[src/rtl/ssd_scanner_pkg.sv]
// Shared constants, phase encoding and glyph lookup for the seven-segment scanner.
// All segment values are active-low: bit 0 = a ... bit 6 = g.
package ssd_scanner_pkg;

  localparam logic [7:0] CHAR_BLANK = 8'h10;
  localparam logic [7:0] CHAR_DASH  = 8'h11;
  localparam logic [7:0] CHAR_UNDER = 8'h12;

  localparam logic [3:0] ANODES_OFF = 4'hF;
  localparam logic [6:0] SEG_OFF    = 7'h7F;

  localparam logic [6:0] GLYPH_0     = 7'h40;
  localparam logic [6:0] GLYPH_1     = 7'h79;
  localparam logic [6:0] GLYPH_2     = 7'h24;
  localparam logic [6:0] GLYPH_3     = 7'h30;
  localparam logic [6:0] GLYPH_4     = 7'h19;
  localparam logic [6:0] GLYPH_5     = 7'h12;
  localparam logic [6:0] GLYPH_6     = 7'h02;
  localparam logic [6:0] GLYPH_7     = 7'h78;
  localparam logic [6:0] GLYPH_8     = 7'h00;
  localparam logic [6:0] GLYPH_9     = 7'h10;
  localparam logic [6:0] GLYPH_A     = 7'h08;
  localparam logic [6:0] GLYPH_B     = 7'h03;
  localparam logic [6:0] GLYPH_C     = 7'h46;
  localparam logic [6:0] GLYPH_D     = 7'h21;
  localparam logic [6:0] GLYPH_E     = 7'h06;
  localparam logic [6:0] GLYPH_F     = 7'h0E;
  localparam logic [6:0] GLYPH_DASH  = 7'h3F;
  localparam logic [6:0] GLYPH_UNDER = 7'h77;

  // Slot phase: anodes are held off during GUARD to stop ghosting between digits.
  typedef enum logic {
    PH_GUARD = 1'b0,
    PH_DRIVE = 1'b1
  } phase_t;

  function automatic logic [6:0] hex_glyph(input logic [3:0] nib);
    logic [6:0] g;
    case (nib)
      4'h0: g = GLYPH_0;
      4'h1: g = GLYPH_1;
      4'h2: g = GLYPH_2;
      4'h3: g = GLYPH_3;
      4'h4: g = GLYPH_4;
      4'h5: g = GLYPH_5;
      4'h6: g = GLYPH_6;
      4'h7: g = GLYPH_7;
      4'h8: g = GLYPH_8;
      4'h9: g = GLYPH_9;
      4'hA: g = GLYPH_A;
      4'hB: g = GLYPH_B;
      4'hC: g = GLYPH_C;
      4'hD: g = GLYPH_D;
      4'hE: g = GLYPH_E;
      default: g = GLYPH_F;
    endcase
    return g;
  endfunction

endpackage

[src/rtl/ssd_char_decoder.sv]
// Combinational byte-to-segment decode: character code (mode=1) or raw segment bits (mode=0).
// Outputs are active-low, ready to drive the cathodes.
module ssd_char_decoder
  import ssd_scanner_pkg::*;
(
  input  logic [7:0] code,
  input  logic       char_mode,
  output logic [6:0] seg,
  output logic       dp
);

  always_comb begin
    seg = SEG_OFF;
    dp  = 1'b1;
    if (char_mode) begin
      // Bit 7 of a character code requests the decimal point.
      dp = ~code[7];
      if (code[6:4] == 3'b000) begin
        seg = hex_glyph(code[3:0]);
      end else if ({1'b0, code[6:0]} == CHAR_DASH) begin
        seg = GLYPH_DASH;
      end else if ({1'b0, code[6:0]} == CHAR_UNDER) begin
        seg = GLYPH_UNDER;
      end else begin
        seg = SEG_OFF;
      end
    end else begin
      seg = code[6:0];
      dp  = code[7];
    end
  end

endmodule

[src/rtl/ssd_scanner.sv]
// Four-digit common-anode scanner: latches the display image once per frame and
// multiplexes it across the digits with an all-off guard window at the start of each slot.
module ssd_scanner
  import ssd_scanner_pkg::*;
#(
  parameter int SLOT_CYCLES  = 100000,
  parameter int GUARD_CYCLES = 1000
) (
  input  logic        clk,
  input  logic        rst,
  input  logic [31:0] ssd_bits,
  input  logic        ssd_char_mode,
  output logic [3:0]  an,
  output logic [6:0]  seg,
  output logic        dp,
  output logic        frame_tick
);

  localparam int CNT_W = (SLOT_CYCLES > 1) ? $clog2(SLOT_CYCLES) : 1;
  localparam logic [CNT_W-1:0] CNT_LAST  = CNT_W'(SLOT_CYCLES - 1);
  localparam logic [CNT_W-1:0] GUARD_CNT = CNT_W'(GUARD_CYCLES);
  localparam phase_t PH_RESET = (GUARD_CYCLES == 0) ? PH_DRIVE : PH_GUARD;

  logic [CNT_W-1:0] cnt, cnt_d;
  logic [1:0]       dig, dig_d;
  logic [31:0]      shadow, shadow_d;
  logic             shadow_mode, shadow_mode_d;
  logic             latch;

  phase_t           phase, phase_d;

  logic [3:0]       an_d;
  logic [6:0]       seg_d;
  logic             dp_d;
  logic [7:0]       cur_byte;
  logic [6:0]       dec_seg;
  logic             dec_dp;

  // Frame boundary: the only point at which the visible image may change.
  assign latch = (cnt == '0) && (dig == 2'd0);

  always_comb begin
    cnt_d = cnt + CNT_W'(1);
    dig_d = dig;
    if (cnt == CNT_LAST) begin
      cnt_d = '0;
      dig_d = dig + 2'd1;
    end
  end

  // A byte decoded in the latch cycle uses the image being captured, so a
  // zero-length guard still shows the new frame from its first cycle.
  always_comb begin
    shadow_d      = shadow;
    shadow_mode_d = shadow_mode;
    if (latch) begin
      shadow_d      = ssd_bits;
      shadow_mode_d = ssd_char_mode;
    end
  end

  assign cur_byte = shadow_d[{dig, 3'b000} +: 8];

  ssd_char_decoder u_decoder (
    .code      (cur_byte),
    .char_mode (shadow_mode_d),
    .seg       (dec_seg),
    .dp        (dec_dp)
  );

  // Phase FSM: the state register tracks the phase of the current cnt value.
  always_ff @(posedge clk) begin
    if (rst) begin
      phase <= PH_RESET;
    end else begin
      phase <= phase_d;
    end
  end

  always_comb begin
    phase_d = PH_DRIVE;
    an_d    = ANODES_OFF;
    seg_d   = SEG_OFF;
    dp_d    = 1'b1;
    if ((GUARD_CYCLES != 0) && (cnt_d < GUARD_CNT)) begin
      phase_d = PH_GUARD;
    end
    case (phase)
      PH_DRIVE: begin
        an_d  = ~(4'b0001 << dig);
        seg_d = dec_seg;
        dp_d  = dec_dp;
      end
      default: begin
        an_d  = ANODES_OFF;
        seg_d = SEG_OFF;
        dp_d  = 1'b1;
      end
    endcase
  end

  always_ff @(posedge clk) begin
    if (rst) begin
      cnt         <= '0;
      dig         <= 2'd0;
      shadow      <= 32'hFFFF_FFFF;
      shadow_mode <= 1'b0;
      frame_tick  <= 1'b0;
      an          <= ANODES_OFF;
      seg         <= SEG_OFF;
      dp          <= 1'b1;
    end else begin
      cnt         <= cnt_d;
      dig         <= dig_d;
      shadow      <= shadow_d;
      shadow_mode <= shadow_mode_d;
      frame_tick  <= latch;
      an          <= an_d;
      seg         <= seg_d;
      dp          <= dp_d;
    end
  end

endmodule

[config.mk]
export PLATFORM = sky130hd
export DESIGN_NAME = ssd_scanner
export DESIGN_NICKNAME = d
export VERILOG_FILES = /design/src/rtl/ssd_scanner_pkg.sv /design/src/rtl/ssd_char_decoder.sv /design/src/rtl/ssd_scanner.sv
export SDC_FILE = /design/constraint.sdc
export NUM_CORES = 1
export LEC_CHECK = 0
export ABC_AREA = 1
export BUFFER_PORTS_ARGS = -buffer_cell sky130_fd_sc_hd__buf_2
export CAP_MARGIN = 0
export CORE_MARGIN = 5
export CORE_UTILIZATION = 42
export CTS_CLUSTER_SIZE = 12
export DETAILED_ROUTE_END_ITERATION = 8
export PLACE_DENSITY = 0.69
export SKIP_LAST_GASP = 1
export SLEW_MARGIN = 25
export SYNTH_ARGS = -nofsm -noshare
export SYNTH_HDL_FRONTEND = slang
export SYNTH_SLANG_ARGS = --single-unit
[constraint.sdc]
create_clock -name clk -period 7.9 [get_ports clk]
set_input_delay 2.37 -clock clk [delete_from_list [all_inputs] [get_ports clk]]
set_output_delay 2.37 -clock clk [all_outputs]
set_load 0.01 [all_outputs]
==> flow_metrics.env <==
export IMPL_clock_sinks=66
export IMPL_critPathRequiredTime_ns=8.14
export IMPL_worstHoldPathType="reg -> reg"
export IMPL_dp_cells=674
export IMPL_vias_per_cell=4.917
export IMPL_synth_cells=538
export IMPL_hold_buffers=0
export IMPL_slew_headroom=0.3554
export IMPL_synth_fp_nets=584
export IMPL_antenna_found_initial=0
export IMPL_core_area_mm2=0.008636
export IMPL_ant_nets=0
export IMPL_cp_arrival_ns=4.40
export IMPL_clk_pin_slew_ns=0.07
export IMPL_drv_cap=0
export IMPL_fin_util=0.4799
export IMPL_ys_flop_type="dfxtp_1"
export IMPL_worst_pin_slew_ns=0.9610
export IMPL_r2r_start="dig[0]$_SDFFE_PP0N_"
export IMPL_ios=48
export IMPL_placed_cell_area_mm2=0.003918
export IMPL_synth_seq_area_share=0.3592
export IMPL_whs_ns=0.4677
export IMPL_dp_hpwl_um=6062
export IMPL_finalPower_mw=0.8257
export IMPL_clockBufferDepth=2
export IMPL_drt_iter0_drc=136
export IMPL_cp_start_kind="flop"
export IMPL_cts_resized=0
export IMPL_crit_buf_inv=2
export IMPL_drc=0
export IMPL_track_usage=0.1553
export IMPL_yosysWarnings=0
export IMPL_dp_slack_ns=3.524
export IMPL_grt_max_degree=36
export IMPL_syn_area_per_cell_um2=6.837
export IMPL_power_density_mw_per_mm2=199.2
export IMPL_syn_area_mm2=0.003679
export IMPL_synth_top_cell_by_area="dfxtp_1"
export IMPL_cp_cell_sequence="clkinv_1 -> ha_1 -> nand2_1 -> nor2_4 -> nand2_4 -> nand2_1 -> nand3_1 -> nand3_1 -> nand2_1 -> inv_1 -> ha_1 -> nand3_1 -> o21ai_0 -> nand2_1 -> nand2_1 -> nand2_1 -> nand2_1"
export IMPL_dieArea_mm2=0.01073
export IMPL_cp_depth=17
export IMPL_skew_ns=0.01583
export IMPL_fp_row_count=34
export IMPL_yosysUniqueCellTypes=31
export IMPL_grt_pass1_wl_um=14040
export IMPL_yosysMostFrequentCell="nand2_1"
export IMPL_synth_top_area_frac=0.3592
export IMPL_h_tree_depth=3
export IMPL_hold_path_depth=1
export IMPL_stdcell_count=690
export IMPL_detail_route_wl_per_cell_um=12.30
export IMPL_cp_end_kind="flop"
export IMPL_post_cts_buffers=0
export IMPL_routed_wl_um=8489
export IMPL_vias=3393
export IMPL_cts_tree="built"
export IMPL_cp_common_cell="nand2_1"
export IMPL_die_h_um=103.6
export IMPL_crit_path_start="dig[0]$_SDFFE_PP0N_"
export IMPL_setup_slack_ns=3.741
export IMPL_synth_edf_count=0
export IMPL_drive_gt1_frac=0.1753
export IMPL_cts_inserted_buffers=9
export IMPL_r2r_cells=17
export IMPL_grt_pass1_vias=3153
export IMPL_setup_viol=0
export IMPL_clkLatencyLatePin_ns=0.34
export IMPL_yosys_top_cells_count="157 x nand2_1, 72 x nand3_1, 68 x inv_1, 66 x dfxtp_1, 34 x nor2_1"
export IMPL_slowest_stage="dfxtp_1"
export IMPL_grt_ovfl_total=0
export IMPL_critical_path_class="reg -> reg"
export IMPL_min_period_ns=4.159
export IMPL_clockRootBuffer="clkbuf_8"
export IMPL_area_growth_pct=12.65
export IMPL_fmax_ghz=0.2405
export IMPL_reg2reg_slack_ns=3.74
export IMPL_antenna_cells=0
export IMPL_rsz0062_at_grt="false"
export IMPL_endpoint="seg[5]$_SDFF_PP1_"
export IMPL_path_max_fanout=34
export IMPL_synth_seq_cells=66
export IMPL_slew_violations=0
export IMPL_power_leakage_nw=2.146
export IMPL_place_congestion=0.8702
export IMPL_fin_tns_setup_ns=0
export IMPL_hold_violations=0
export IMPL_initial_utilization=0.4260
export IMPL_min_period_over_period=0.5264
export IMPL_nets=623
export IMPL_fillers=874
export IMPL_critPathMaxStageDelay_ns=0.82
export IMPL_vdd_drop_max_uv=109.6
export IMPL_synth_area_top_cells="dfxtp_1 36%, nand2_1 16%, nand3_1 9.8%"
export IMPL_stdcell_area_mm2=0.004144
export IMPL_regToRegEndpoint="seg[5]$_SDFF_PP1_"
export IMPL_drt_pass1_iter_count=5
export IMPL_portBuffers=47
export IMPL_die_x_um=103.6
export IMPL_status="finished clean"
export IMPL_cp_top_family="simple AND/OR/NAND/NOR gates"
export IMPL_ys_async_sr_fraction=0
## placed cells by master, fill, tap and decap left out
| cell | netlist | final |
|---|---|---|
| nand2_1 | 157 | 157 |
| nand3_1 | 72 | 72 |
| inv_1 | 68 | 68 |
| dfxtp_1 | 66 | 66 |
| buf_2 | 6 | 47 |
| nor2_1 | 34 | 34 |
| o21ai_0 | 21 | 21 |
| nand3b_1 | 18 | 18 |
| nand2_2 | 14 | 14 |
| ha_1 | 11 | 11 |
| nand3_2 | 10 | 10 |
| clkbuf_8 | 0 | 10 |
| nand4_1 | 6 | 6 |
| a21oi_1 | 6 | 6 |
| nor2_2 | 5 | 5 |
| xor2_1 | 5 | 5 |
| nor3_1 | 4 | 4 |
| clkinv_1 | 3 | 3 |
| nor2_4 | 3 | 3 |
| nand2_4 | 3 | 3 |
| o211ai_1 | 3 | 3 |
| inv_2 | 2 | 2 |
| o21ai_1 | 2 | 2 |
| clkinvlp_4 | 0 | 2 |
| bufinv_16 | 0 | 2 |
| o21bai_1 | 1 | 1 |
| xnor2_1 | 1 | 1 |
| o21ba_2 | 1 | 1 |
| inv_4 | 1 | 1 |
| nor3b_1 | 1 | 1 |
| nor4_1 | 1 | 1 |
| inv_6 | 0 | 1 |
| clkinv_2 | 0 | 1 |
## how the worst min path moves through the flow
| stage | to | startpoint | slack (ns) |
|---|---|---|---|
| after floorplan | cnt[0]$_SDFF_PP0_ | cnt[0]$_SDFF_PP0_ | 0.43 |
| after detailed placement | shadow[7]$_SDFF_PP1_ | shadow[7]$_SDFF_PP1_ | 0.45 |
| after global routing | cnt[0]$_SDFF_PP0_ | cnt[0]$_SDFF_PP0_ | 0.50 |
| final | cnt[0]$_SDFF_PP0_ | cnt[0]$_SDFF_PP0_ | 0.47 |
| after global placement | cnt[0]$_SDFF_PP0_ | cnt[0]$_SDFF_PP0_ | 0.44 |
| after CTS | shadow[7]$_SDFF_PP1_ | shadow[7]$_SDFF_PP1_ | 0.47 |
## layout make-up
| cell class | count | area, um2 | area share |
|---|---|---|---|
| Timing Repair Buffer | 47 | 235.2 | 0.05676 |
| Clock buffer | 10 | 137.6 | 0.03321 |
| Clock inverter | 6 | 88.84 | 0.02144 |
| Multi-Input combinational cell | 379 | 1946 | 0.4695 |
| Sequential cell | 66 | 1321 | 0.3188 |
| Tap cell | 108 | 135.1 | 0.03261 |
| Inverter | 74 | 280.3 | 0.06763 |
## kinds of logic (layout without fill, tap and decap cells)
kind of cell	count (synthesis)	in the layout	synth area share
AND/OR/NAND/NOR	328	328	0.4269
buffers and inverters	93	137	0.1119
flip-flops	66	66	0.3592
AO/OA/AOI/OAI	34	34	0.05034
adder cells (fa/ha/maj)	11	11	0.03741
XOR/XNOR	6	6	0.01429
## registers in the layout, indices dropped and copies added (netlist names)
| signal | cells |
|---|---|
| frame_tick | 1 |
| cnt | 17 |
| shadow_mode | 1 |
| seg | 7 |
| shadow | 32 |
| dig | 2 |
| phase | 1 |
| dp | 1 |
| an | 4 |
## per-layer routing
metal,GRT usage,part of all wire,up-vias
met2,0.2823,0.50,52
met4,0.04592,0.016,0
met5,0,0,-
met3,0.04104,0.036,12
met1,0.1762,0.44,1553
li1,-,-,1776
## power breakdown
group          switching, mW  total [mW]  internal [mW]
Clock                  0.134       0.320          0.187
Combinational         0.0994       0.150         0.0504
Sequential           0.00504       0.356          0.350
## worst register-to-register path, delay by kind of cell, from the launching register on
family | cells | cell delay (ns)
AOI/OAI and AO/OA | 1 | 0.12
adders and majority gates | 2 | 0.71
buffers and inverters | 2 | 0.88
DFF | 1 | 0.82
and+or+nand+nor | 12 | 1.51
Power figures use the tool's default switching activity.
